<file path="src/rtl/outer_prod_gen.sv">
// -----------------------------------------------------------------------------
// outer_prod_gen
//   Captures a snapshot of scalar x and streams x*K[0..len-1]. K is read from
//   an external coefficient memory. Each product is scaled by 2**-FRAC, with
//   optional round-half-up, and saturated to OW bits. One element is produced
//   per cycle. The first element appears 5 cycles after the start cycle.
//
// Ports
//   clk         clock
//   rst_n       synchronous reset, active low
//   start       begin a run; x and len sampled this cycle (len==0 is ignored)
//   x           signed scalar, sampled only on an accepted start
//   len         vector length, 0..2**AW
//   k_addr      coefficient read address (registered read, 1-cycle latency)
//   k_data      signed coefficient returned for k_addr
//   result      signed scaled/saturated product, held while result_vld=0
//   result_vld  result valid
//   result_idx  element index of result
//   sat         result was clamped (qualified by result_vld)
//   done        one-cycle pulse with the last element of a run
//   busy        run in progress, from the cycle after start through done
//
// States
//   IDLE | no addresses issued; pc holds its last value
//   RUN  | one coefficient address issued per cycle, k_addr = pc
// -----------------------------------------------------------------------------
module outer_prod_gen #(
  parameter int XW   = 18,
  parameter int KW   = 18,
  parameter int OW   = 18,
  parameter int AW   = 10,
  parameter int FRAC = 17,
  parameter int RND  = 0
) (
  input  logic                 clk,
  input  logic                 rst_n,
  input  logic                 start,
  input  logic signed [XW-1:0] x,
  input  logic [AW:0]          len,
  output logic [AW-1:0]        k_addr,
  input  logic signed [KW-1:0] k_data,
  output logic signed [OW-1:0] result,
  output logic                 result_vld,
  output logic [AW-1:0]        result_idx,
  output logic                 sat,
  output logic                 done,
  output logic                 busy
);

  localparam int PW  = XW + KW;
  // One guard bit so the rounding constant can never overflow the product.
  localparam int EW  = PW + 1;
  localparam int RSH = (FRAC > 0) ? FRAC - 1 : 0;

  localparam logic signed [EW-1:0] RND_ADD =
    (RND != 0 && FRAC > 0) ? (EW'(1) << RSH) : EW'(0);
  localparam logic signed [EW-1:0] SMAX = (EW'(1) << (OW - 1)) - EW'(1);
  localparam logic signed [EW-1:0] SMIN = ~SMAX;

  typedef enum logic {
    IDLE = 1'b0,
    RUN  = 1'b1
  } state_t;

  state_t                state;
  logic [AW-1:0]         pc;
  logic signed [XW-1:0]  x_hold;
  logic [AW:0]           len_hold;

  // Pipeline tags: stage 1 = memory output, 2 = k_r, 3 = product
  logic                  v1, v2, v3;
  logic [AW-1:0]         i1, i2, i3;
  logic signed [KW-1:0]  k_r;
  logic signed [PW-1:0]  prod;

  logic                  go;
  logic                  last_issue;
  logic                  last_res;
  logic signed [EW-1:0]  p_ext;
  logic signed [EW-1:0]  p_rnd;
  logic signed [EW-1:0]  s_shift;
  logic                  sat_hi;
  logic                  sat_lo;
  logic signed [OW-1:0]  s_res;

  assign go         = start && (len != '0);
  assign k_addr     = pc;
  assign last_issue = ({1'b0, pc} == (len_hold - 1'b1));
  assign last_res   = ({1'b0, i3} == (len_hold - 1'b1));

  // Scale and clamp of the stage-3 product, registered into the output stage
  assign p_ext   = {prod[PW-1], prod};
  assign p_rnd   = p_ext + RND_ADD;
  assign s_shift = p_rnd >>> FRAC;
  assign sat_hi  = (s_shift > SMAX);
  assign sat_lo  = (s_shift < SMIN);

  always_comb begin
    s_res = s_shift[OW-1:0];
    if (sat_hi)
      s_res = SMAX[OW-1:0];
    else if (sat_lo)
      s_res = SMIN[OW-1:0];
  end

  always_ff @(posedge clk) begin
    if (!rst_n) begin
      state      <= IDLE;
      pc         <= '0;
      x_hold     <= '0;
      len_hold   <= '0;
      v1         <= 1'b0;
      v2         <= 1'b0;
      v3         <= 1'b0;
      i1         <= '0;
      i2         <= '0;
      i3         <= '0;
      k_r        <= '0;
      prod       <= '0;
      result     <= '0;
      result_vld <= 1'b0;
      result_idx <= '0;
      sat        <= 1'b0;
      done       <= 1'b0;
      busy       <= 1'b0;
    end else begin
      // Address sequencer
      if (go) begin
        x_hold   <= x;
        len_hold <= len;
        pc       <= '0;
        state    <= RUN;
      end else if (state == RUN) begin
        // pc stops on the last address so a full 2**AW run never wraps
        if (last_issue)
          state <= IDLE;
        else
          pc <= pc + 1'b1;
      end

      // Datapath registers run freely; only the valid tags matter
      k_r  <= k_data;
      prod <= PW'(x_hold) * PW'(k_r);

      // An accepted start discards every in-flight element of an older run.
      // A done already on the outputs this cycle is still seen downstream.
      if (go) begin
        v1         <= 1'b0;
        v2         <= 1'b0;
        v3         <= 1'b0;
        result_vld <= 1'b0;
        done       <= 1'b0;
      end else begin
        v1         <= (state == RUN);
        i1         <= pc;
        v2         <= v1;
        i2         <= i1;
        v3         <= v2;
        i3         <= i2;
        result_vld <= v3;
        done       <= v3 && last_res;
        if (v3) begin
          result     <= s_res;
          result_idx <= i3;
          sat        <= sat_hi | sat_lo;
        end
      end

      if (go)
        busy <= 1'b1;
      else if (done)
        busy <= 1'b0;
    end
  end

endmodule

</file>
<file path="config.mk">
export PLATFORM = sky130hd
export DESIGN_NAME = outer_prod_gen
export DESIGN_NICKNAME = d
export VERILOG_FILES = /design/src/rtl/outer_prod_gen.sv
export SDC_FILE = /design/constraint.sdc
export NUM_CORES = 1
export LEC_CHECK = 0
export CAP_MARGIN = 40
export CELL_PAD_IN_SITES_DETAIL_PLACEMENT = 0
export CELL_PAD_IN_SITES_GLOBAL_PLACEMENT = 1
export CORE_ASPECT_RATIO = 1.2
export CORE_MARGIN = 4
export CORE_UTILIZATION = 40
export CTS_CLUSTER_DIAMETER = 40
export DETAILED_ROUTE_END_ITERATION = 8
export GPL_ROUTABILITY_DRIVEN = 0
export HOLD_SLACK_MARGIN = 0.05
export MAX_ROUTING_LAYER = met4
export PLACE_DENSITY = 0.75
export RECOVER_POWER = 50
export SLEW_MARGIN = 5
export SYNTH_ARGS = -nofsm -noshare
export SYNTH_HDL_FRONTEND = slang
export SYNTH_SLANG_ARGS = --single-unit
</file>
<file path="constraint.sdc">
create_clock -name clk -period 16.6 [get_ports clk]
set_input_delay 2.49 -clock clk [delete_from_list [all_inputs] [get_ports clk]]
set_output_delay 2.49 -clock clk [all_outputs]
set_load 0.1 [all_outputs]
</file>
==> run_results.csv, run 1 <==
group,metric,value,unit
status,status,"finished with violations",
status,violations,"max-capacitance violations, max-slew violations",
sta,fin_worst_skew,0.0130,ns
sta,layout_min_cycle_time,8.16,ns
grt,grt_overflow,0,
grt,grt_util_all_layers,20.1,%
cts,tritoncts,"done",
worst_setup_path,cp_common_cell,"clkbuf_1",
sta,post-route-period-util,49.2,%
yosys,synth.most_common_cell,"inv_1",
cts,worstSkewPairLatency,0.43,ns
yosys,async_flop_share,0,%
drt,route.detailed.drc,0,
yosys,synth_nets,2329,
worst_setup_path,crit_path_end_kind,"register",
sta,drv_slew,212,
grt,grt_pass1_vias,13000,
floorplan,io_pins,92,
worst_setup_path,r2r_cells,21,
yosys,synth_seq_cells,142,
finish,num_antenna_cells,0,
cts,postCtsSetupRepairBufs,0,
worst_setup_path,slowest_delay,2.19,ns
cts,ctsLongestPathBuffers,2,
cts,clock-sinks,142,
worst_setup_path,crit_required,16.88,ns
yosys,syn_area,16800,sq um
power_and_ir_drop,ir_worst_vdd,0.0000779,V
grt,grt_antenna_before_repair,1,
sta,setup_viol,0,
yosys,netlist_top_cells_count,"355 x inv_1, 328 x fa_1, 301 x nand2_1, 178 x and2_1, 142 x dfxtp_1",
cts,cts_hold_buf,0,
drt,via_per_inst,4.90,
power_and_ir_drop,power.density,69.1,nW/um^2
cts,cts_resized,0,
floorplan,start_util,40.4,%
yosys,synth_top_area_cell,"fa_1",
yosys,syn_inst,1861,
finish,layout-drive-gt1-share,3.57,%
yosys,synth_edf_count,0,
placement,place_inst,2449,
min_path,hold_path_depth,2,
floorplan,die_w,195,um
worst_setup_path,critPathSlowestCell,"clkbuf_1",
drt,wl_per_cell,17.1,um
sta,max_clock_freq,0.122,GHz
finish,synthToLayoutAreaGrowth,14.2,%
cts,clk_pin_slew,0.06,ns
sta,fin_tns_setup,0,ns
sta,hold_violations,0,
floorplan,num_rows,82,
cts,numCtsBuffers,17,
worst_setup_path,rrSetupSlack,9.67,ns
floorplan,core-area,41700,sq um
finish,fin_nets,2390,
drt,first_iter_violations,608,
placement,place_area,18900,sq um
finish,final_area,19200,sq um
worst_setup_path,reg2reg_from,"x_hold[16]",
power_and_ir_drop,leakagePower,0.00897,uW
placement,dp_hpwl,34.6,mm
worst_setup_path,crit_fanout,62,
drt,first_pass_iters,5,
yosys,ys_warn_count,0,
drt,detail-route-antenna-nets,0,
sta,max_slew.worst_pin.slew,3.06,ns
drt,vias,12100,
finish,stdcell_count,2480,
yosys,synth-seq-area-share,16.9,%
cts,htreeDepth,4,
drt,wirelength,42.3,mm
cts,cts-root-buf,"clkbuf_16",
worst_setup_path,startpoint_type,"input port",
floorplan,fp.dieArea,45500,sq um
worst_setup_path,crit_path_start,"rst_n",
power_and_ir_drop,total_power,1330,uW
sta,slew_headroom,-104,%
yosys,yosys-top-cells-area,"fa_1 39%, dfxtp_1 17%, inv_1 7.9%, nand2_1 6.7%, ha_1 6.7%",
grt,grt_max_degree,68,
worst_setup_path,critPathArrivalTime,8.45,ns
run,drv_cap,4,
yosys,synth.distinct_cells,52,
worst_setup_path,path_cells,"dlygate4sd3_1 -> clkbuf_1 -> clkinvlp_2 -> clkbuf_1 -> clkbuf_1 -> nor4_1 -> a31oi_1 -> o211ai_1",
yosys,synthFlopType,"dfxtp_1",
worst_setup_path,worst-setup-path-type,"in2reg",
grt,grt_pass1_wl,70.3,mm
min_path,hp-start,"i2[4]",
yosys,postSynthAreaPerCell,9.05,sq um
yosys,synth_top_cell_area_share,39.0,%
min_path,hold_path_class,"reg2reg",
floorplan,die_h,233,um
placement,port_buffers,91,
sta,rsz0062_at_grt,"false",
==> area by class of cell <==
cell class,instances,area (sq um)
inverters,356,1340
multi-input cells,1264,12300
clock buffers,19,453
repair buffers,141,1530
well taps,546,683
clock inverters,12,111
fillers,4050,22400
flip-flops and latches,142,2840
==> cells by family (layout without fill, tap and decap cells) <==
logic type / Yosys count / in the layout / share of synthesized area [%]
compound gates: 158 / 158 / 5.71
xor+xnor: 53 / 53 / 3.09
fa+ha+maj: 418 / 418 / 45.7
buf+inv: 455 / 528 / 10.3
flops: 142 / 142 / 16.9
mux: 4 / 4 / 0.238
simple gates: 631 / 631 / 18.2
==> per-stage QoR <==
step / utilization (%) / hold WS [ns] / setup slack (ns)
global route: 46.2 / 0.469 / 7.87
finish: 46.2 / 0.451 / 8.44
floorplan: - / 0.432 / 10.55
CTS: 46.8 / 0.452 / 9.75
global placement: 43.4 / 0.438 / 9.90
detailed placement: 45.4 / 0.445 / 9.80
==> flip-flops by register name, summed over array words and instances, names as in the netlist <==
| signal | cells |
|---|---|
| result_idx | 10 |
| v2 | 1 |
| i1 | 10 |
| len_hold | 11 |
| result | 18 |
| busy | 1 |
| result_vld | 1 |
| i2 | 10 |
| v1 | 1 |
| k_r | 18 |
| v3 | 1 |
| sat | 1 |
| k_addr | 10 |
| done | 1 |
| prod | 19 |
| state | 1 |
| i3 | 10 |
| x_hold | 18 |
==> worst max-delay path, delay by kind of cell <==
kind / cells / cell delay [ns]
compound gates: 2 / 0.36
buf+inv: 5 / 5.48
simple gates: 1 / 0.09
==> routing by layer <==
layer | part of all wire (%) | track usage [%] | vias to the layer above
met2 | 53 | 35.3 | 258
met5 | 0 | - | -
met3 | 3.4 | 2.51 | 56
met1 | 41 | 24.6 | 6149
li1 | - | - | 5683
met4 | 2.3 | 5.46 | 0
==> final timing paths <==
| path | to |
|---|---|
| worst max-delay path | prod[35] |
| worst min-delay path | i2[4] |
| worst max register to register | prod[27] |
| worst min register to register | i2[4] |
==> cells in the final DEF (no fill, tap or decap), drive strengths merged, types with 14 or more instances in the layout <==
master	n
and2	178
a211oi	20
nand2	301
inv	358
clkbuf	44
xnor2	37
clkdlybuf4s50	68
nand3	14
ha	90
dfxtp	142
nor2	56
dlygate4sd3	23
fa	328
nor3	33
buf	25
a21oi	84
==> where the power goes <==
| part | total (uW) | switching, uW | internal, uW |
|---|---|---|---|
| clock network | 370 | 156 | 214 |
| registers | 412 | 44.4 | 368 |
| logic | 546 | 312 | 234 |
No activity file was read; power rests on OpenSTA's default activity.
==> inputs of run 2 (changes only) <==
- clock period: 16.6 -> 8.4 ns (I/O delays scaled with it)
==> run_results.csv, run 2 (synthesized netlist as in run 1, its figures left out) <==
group,metric,value,unit
cts,clock-sinks,142,
floorplan,io_pins,92,
drt,first_pass_iters,5,
worst_setup_path,startpoint_type,"register",
sta,max_slew.worst_pin.slew,3.05,ns
floorplan,fp.dieArea,45500,sq um
run,drv_cap,4,
worst_setup_path,reg2reg_from,"x_hold[16]",
floorplan,die_w,195,um
worst_setup_path,critPathArrivalTime,7.28,ns
sta,layout_min_cycle_time,6.95,ns
finish,seq_area,2840,sq um
sta,slew_headroom,-103,%
worst_setup_path,critPathSlowestCell,"dfxtp_1",
worst_setup_path,path_cells,"nand2_1 -> fa_1 -> inv_1 -> fa_1 -> inv_1 -> fa_1 -> fa_1 -> inv_1 -> fa_1 -> inv_1 -> fa_1 -> inv_1 -> ha_1 -> a21oi_1 -> o21ai_0 -> a21oi_1 -> o211ai_1 -> o21ai_0 -> a21boi_0 -> o21ai_0 -> nor3b_1",
floorplan,start_util,40.4,%
finish,fin_nets,2392,
power_and_ir_drop,leakagePower,0.00901,uW
sta,fin_worst_skew,0.0133,ns
min_path,hp-start,"result_idx[6]",
cts,postCtsSetupRepairBufs,0,
worst_setup_path,worst-setup-path-type,"reg2reg",
sta,rsz0062_at_grt,"false",
worst_setup_path,path_delay_family,"adder cells",
finish,fillers,4044,
finish,num_antenna_cells,0,
sta,drv_slew,212,
drt,wl_per_cell,17.2,um
cts,cts-root-buf,"clkbuf_16",
cts,worstSkewPairLatency,0.44,ns
cts,ctsLongestPathBuffers,2,
finish,multi_input_area,12300,sq um
finish,layout-drive-gt1-share,3.72,%
cts,clk_pin_slew,0.06,ns
grt,grt_antenna_before_repair,0,
cts,htreeDepth,4,
cts,cts_resized,0,
grt,grt_overflow,0,
grt,grt_pass1_vias,12900,
sta,setup_viol,0,
status,violations,"max-capacitance violations, max-slew violations",
finish,mostFrequentLayoutCells,"355 x inv_1, 328 x fa_1, 301 x nand2_1",
worst_setup_path,crit_required,8.73,ns
placement,post-place-ws,1.56,ns
sta,post-route-period-util,82.7,%
worst_setup_path,crit_fanout,19,
floorplan,die_h,233,um
worst_setup_path,cp_common_cell,"fa_1",
sta,fin_tns_setup,0,ns
min_path,hold_path_class,"reg2reg",
sta,fin_ws,1.45,ns
finish,largest_reg_flops,19,
worst_setup_path,slowest_delay,0.77,ns
floorplan,num_rows,82,
cts,numCtsBuffers,17,
cts,tritoncts,"done",
power_and_ir_drop,power.density,140,nW/um^2
power_and_ir_drop,ir_worst_vdd,0.000129,V
placement,port_buffers,91,
sta,hold_violations,0,
sta,max_clock_freq,0.144,GHz
worst_setup_path,crit_buf_inv,5,
grt,grt_max_degree,68,
drt,vias,12200,
finish,layout_commonest_cell,"inv_1",
status,status,"finished with violations",
grt,grt_pass1_wl,70.6,mm
drt,wirelength,42.8,mm
drt,via_per_inst,4.89,
grt,grt_util_all_layers,20.2,%
drt,route.detailed.drc,0,
cts,cts_hold_buf,0,
drt,first_iter_violations,660,
placement,dp_hpwl,34.9,mm
worst_setup_path,crit_path_start,"x_hold[16]",
finish,synthToLayoutAreaGrowth,14.7,%
drt,detail-route-antenna-nets,0,
floorplan,core-area,41700,sq um
worst_setup_path,crit_path_end_kind,"register",
finish,regMostFlops,"prod",
## run 2: where the power goes
group | internal [uW] | switching, uW | leakage, uW
combinational | 464 | 615 | 0.00755
clock | 455 | 353 | 0.000305
sequential | 726 | 83.5 | 0.00116
total | 1640 | 1050 | 0.00901
## run 2: final cells by class
cell class                 count  share of cell area [%]
clock buffer                  17                    2.20
clock inverter                15                   0.998
inverter                     356                    6.93
multi-input combinational   1264                    63.6
sequential                   142                    14.7
tap                          546                    3.54
timing repair buffer         143                    8.05
## run 2: worst paths after layout
check                                endpoint  slack [ns]  depth (start not counted)
worst max register to register       prod[27]        1.45                         21
worst max-delay path                 prod[27]        1.45                         21
worst min register to register  result_idx[6]        0.45                          2
worst min-delay path            result_idx[6]        0.45                          2
## run 2: worst min-delay path, stage by stage (launching register included)
cell and delay [ns]:
dfxtp_1 0.30, nand2_1 0.05, a21oi_1 0.05
## run 2: layer usage
metal,GRT usage (%),share of wire [%]
met1,24.9,41
met2,35.0,53
met3,2.22,3.2
met4,6.79,3.3
met5,-,0
## run 2: stage by stage
step                total power, uW  hold slack (ns)  util [%]  cells  instance area [sq um]
detailed placement             1910            0.443      45.5   2451                  18900
global route                   2910            0.465      46.4   2483                  19300
global placement               1890            0.438      43.4   2405                  18100
CTS                            2740            0.452      47.0   2483                  19600
floorplan                      1590            0.432         -   1861                  16800
finish                         2700            0.449      46.4   2483                  19300
==> inputs of run 3 (changes only) <==
- PLACE_DENSITY: 0.75 -> 0.78
- clock period: 8.4 -> 6.2 ns (I/O delays scaled with it)
==> run_results.csv, run 3 (synthesized netlist as in run 1, its figures left out) <==
group,metric,value,unit
grt,grt_util_all_layers,19.9,%
floorplan,die_h,233,um
finish,largest_reg_flops,19,
cts,clock-sinks,142,
worst_setup_path,critPathArrivalTime,6.25,ns
sta,fin_ws,0.301,ns
sta,rsz0062_at_grt,"false",
worst_setup_path,worst-setup-path-type,"reg2reg",
cts,cts-root-buf,"clkbuf_16",
sta,max_slew.worst_pin.slew,2.92,ns
cts,cts_hold_buf,0,
sta,fin_worst_skew,0.0143,ns
drt,first_pass_iters,5,
finish,synthToLayoutAreaGrowth,17.3,%
finish,num_antenna_cells,0,
sta,layout_min_cycle_time,5.90,ns
placement,post-place-ws,0.0263,ns
worst_setup_path,path_delay_family,"adder cells",
grt,grt_max_degree,67,
worst_setup_path,rrSetupSlack,0.30,ns
grt,use_met1,24.2,%
drt,vias,12400,
sta,max_clock_freq,0.170,GHz
status,violations,"max-capacitance violations, max-slew violations",
cts,clk_pin_slew,0.06,ns
power_and_ir_drop,ir_worst_vdd,0.000223,V
sta,slew_headroom,-94.8,%
floorplan,die_w,195,um
worst_setup_path,crit_path_start,"x_hold[15]",
finish,layout_commonest_cell,"inv_1",
sta,fin_tns_setup,0,ns
floorplan,num_rows,82,
cts,ctsLongestPathBuffers,2,
sta,post-route-period-util,95.1,%
floorplan,io_pins,92,
worst_setup_path,reg2reg_from,"x_hold[15]",
cts,numCtsBuffers,17,
finish,regMostFlops,"prod",
sta,setup_viol,0,
worst_setup_path,cp_common_cell,"fa_1",
drt,route.detailed.drc,0,
grt,grt_overflow,0,
grt,grt_pass1_vias,13700,
worst_setup_path,crit_required,6.55,ns
grt,grt_pass1_wl,70.6,mm
grt,busiest_layer,"met2",
grt,use_met3,2.55,%
worst_setup_path,crit_buf_inv,6,
worst_setup_path,crit_path_end_kind,"register",
min_path,hp-start,"i1[7]",
finish,layout-drive-gt1-share,7.87,%
power_and_ir_drop,power.density,182,nW/um^2
drt,detail-route-antenna-nets,0,
drt,wirelength,41.5,mm
worst_setup_path,crit_fanout,15,
grt,grt_use_met2,34.8,%
sta,drv_slew,101,
placement,dp_hpwl,34.9,mm
floorplan,start_util,40.4,%
finish,mostFrequentLayoutCells,"355 x inv_1, 328 x fa_1, 301 x nand2_1",
status,status,"finished with violations",
drt,first_iter_violations,552,
floorplan,fp.dieArea,45500,sq um
min_path,hold_path_class,"reg2reg",
cts,tritoncts,"done",
cts,htreeDepth,4,
power_and_ir_drop,leakagePower,0.00928,uW
grt,grt_antenna_before_repair,0,
worst_setup_path,path_cells,"buf_4 -> and2_1 -> fa_1 -> inv_1 -> fa_1 -> fa_1 -> inv_1 -> fa_1 -> fa_1 -> inv_1 -> fa_1 -> inv_1 -> ha_1 -> and3_1 -> and4_1 -> o2111a_1 -> o21ai_2 -> buf_4 -> o21a_1 -> o21bai_1 -> mux2i_1",
finish,fillers,4032,
worst_setup_path,slowest_delay,0.54,ns
placement,port_buffers,91,
drt,via_per_inst,4.86,
floorplan,core-area,41700,sq um
worst_setup_path,critPathSlowestCell,"fa_1",
drt,wl_per_cell,16.3,um
run,drv_cap,2,
sta,hold_violations,0,
finish,fin_nets,2450,
cts,worstSkewPairLatency,0.43,ns
worst_setup_path,startpoint_type,"register",
## run 3: cell count changes in the layout (fill, tap and decap cells not counted), moves of 3 or more
cell / before / now
buf_12: 1 / 6
buf_4: 3 / 57
clkinvlp_4: 0 / 4
dfxtp_1: 142 / 116
dfxtp_2: 0 / 24
o21ai_0: 13 / 10
## run 3: repair_timing
| item | in CTS | in global routing |
|---|---|---|
| setup buffers | 0 | 0 |
| resized for setup | 2 | 33 |
| setup endpoints to repair | 1 | 9 |
| cloned | 0 | 0 |
| pin swaps | 0 | 1 |
## run 3: worst reg2reg max path, cell delays in order (launching register included)
cell	delay, ns
dfxtp_1	0.34
buf_4	0.21
and2_1	0.18
fa_1	0.54
inv_1	0.06
fa_1	0.51
fa_1	0.54
inv_1	0.06
fa_1	0.49
fa_1	0.49
inv_1	0.05
fa_1	0.50
inv_1	0.05
ha_1	0.29
and3_1	0.18
and4_1	0.24
o2111a_1	0.26
o21ai_2	0.11
buf_4	0.15
o21a_1	0.20
o21bai_1	0.17
mux2i_1	0.21
## run 3: report_power, final
part / internal (uW) / switching [uW]
Combinational: 682 / 893
Sequential: 986 / 69.6
Clock: 532 / 429
## run 3: metrics by stage
| stage | hold slack, ns | power, uW | cell area, sq um | std cells | util, % |
|---|---|---|---|---|---|
| 2_1_floorplan | 0.432 | 2150 | 16800 | 1861 | - |
| 3_3_place_gp | 0.438 | 2610 | 18600 | 2464 | 44.7 |
| 3_5_place_dp | 0.444 | 2630 | 19400 | 2509 | 46.6 |
| 4_1_cts | 0.452 | 3630 | 20000 | 2541 | 47.9 |
| 5_1_grt | 0.466 | 3890 | 19800 | 2541 | 47.4 |
| 6_report | 0.450 | 3590 | 19800 | 2541 | 47.4 |
## run 3: cell type report
type / instances / area [sq um] / area share, %
flip-flops and latches: 142 / 2880 / 14.6
multi-input cells: 1264 / 12300 / 62.2
well taps: 546 / 683 / 3.46
clock buffers: 20 / 447 / 2.26
repair buffers: 201 / 2020 / 10.2
clock inverters: 12 / 103 / 0.519
inverters: 356 / 1340 / 6.77
## run 3: final timing paths
check,endpoint,cells past startpoint
hold / removal,i1[7],2
hold reg to reg,i1[7],2
setup reg to reg,prod[32],21
setup / recovery,prod[32],21
## run 3: per-layer routing
layer	vias to the layer above	wire length (um)
met5	-	0
met4	0	1170
met3	61	1460
met2	216	21800
met1	6262	17100
li1	5820	-
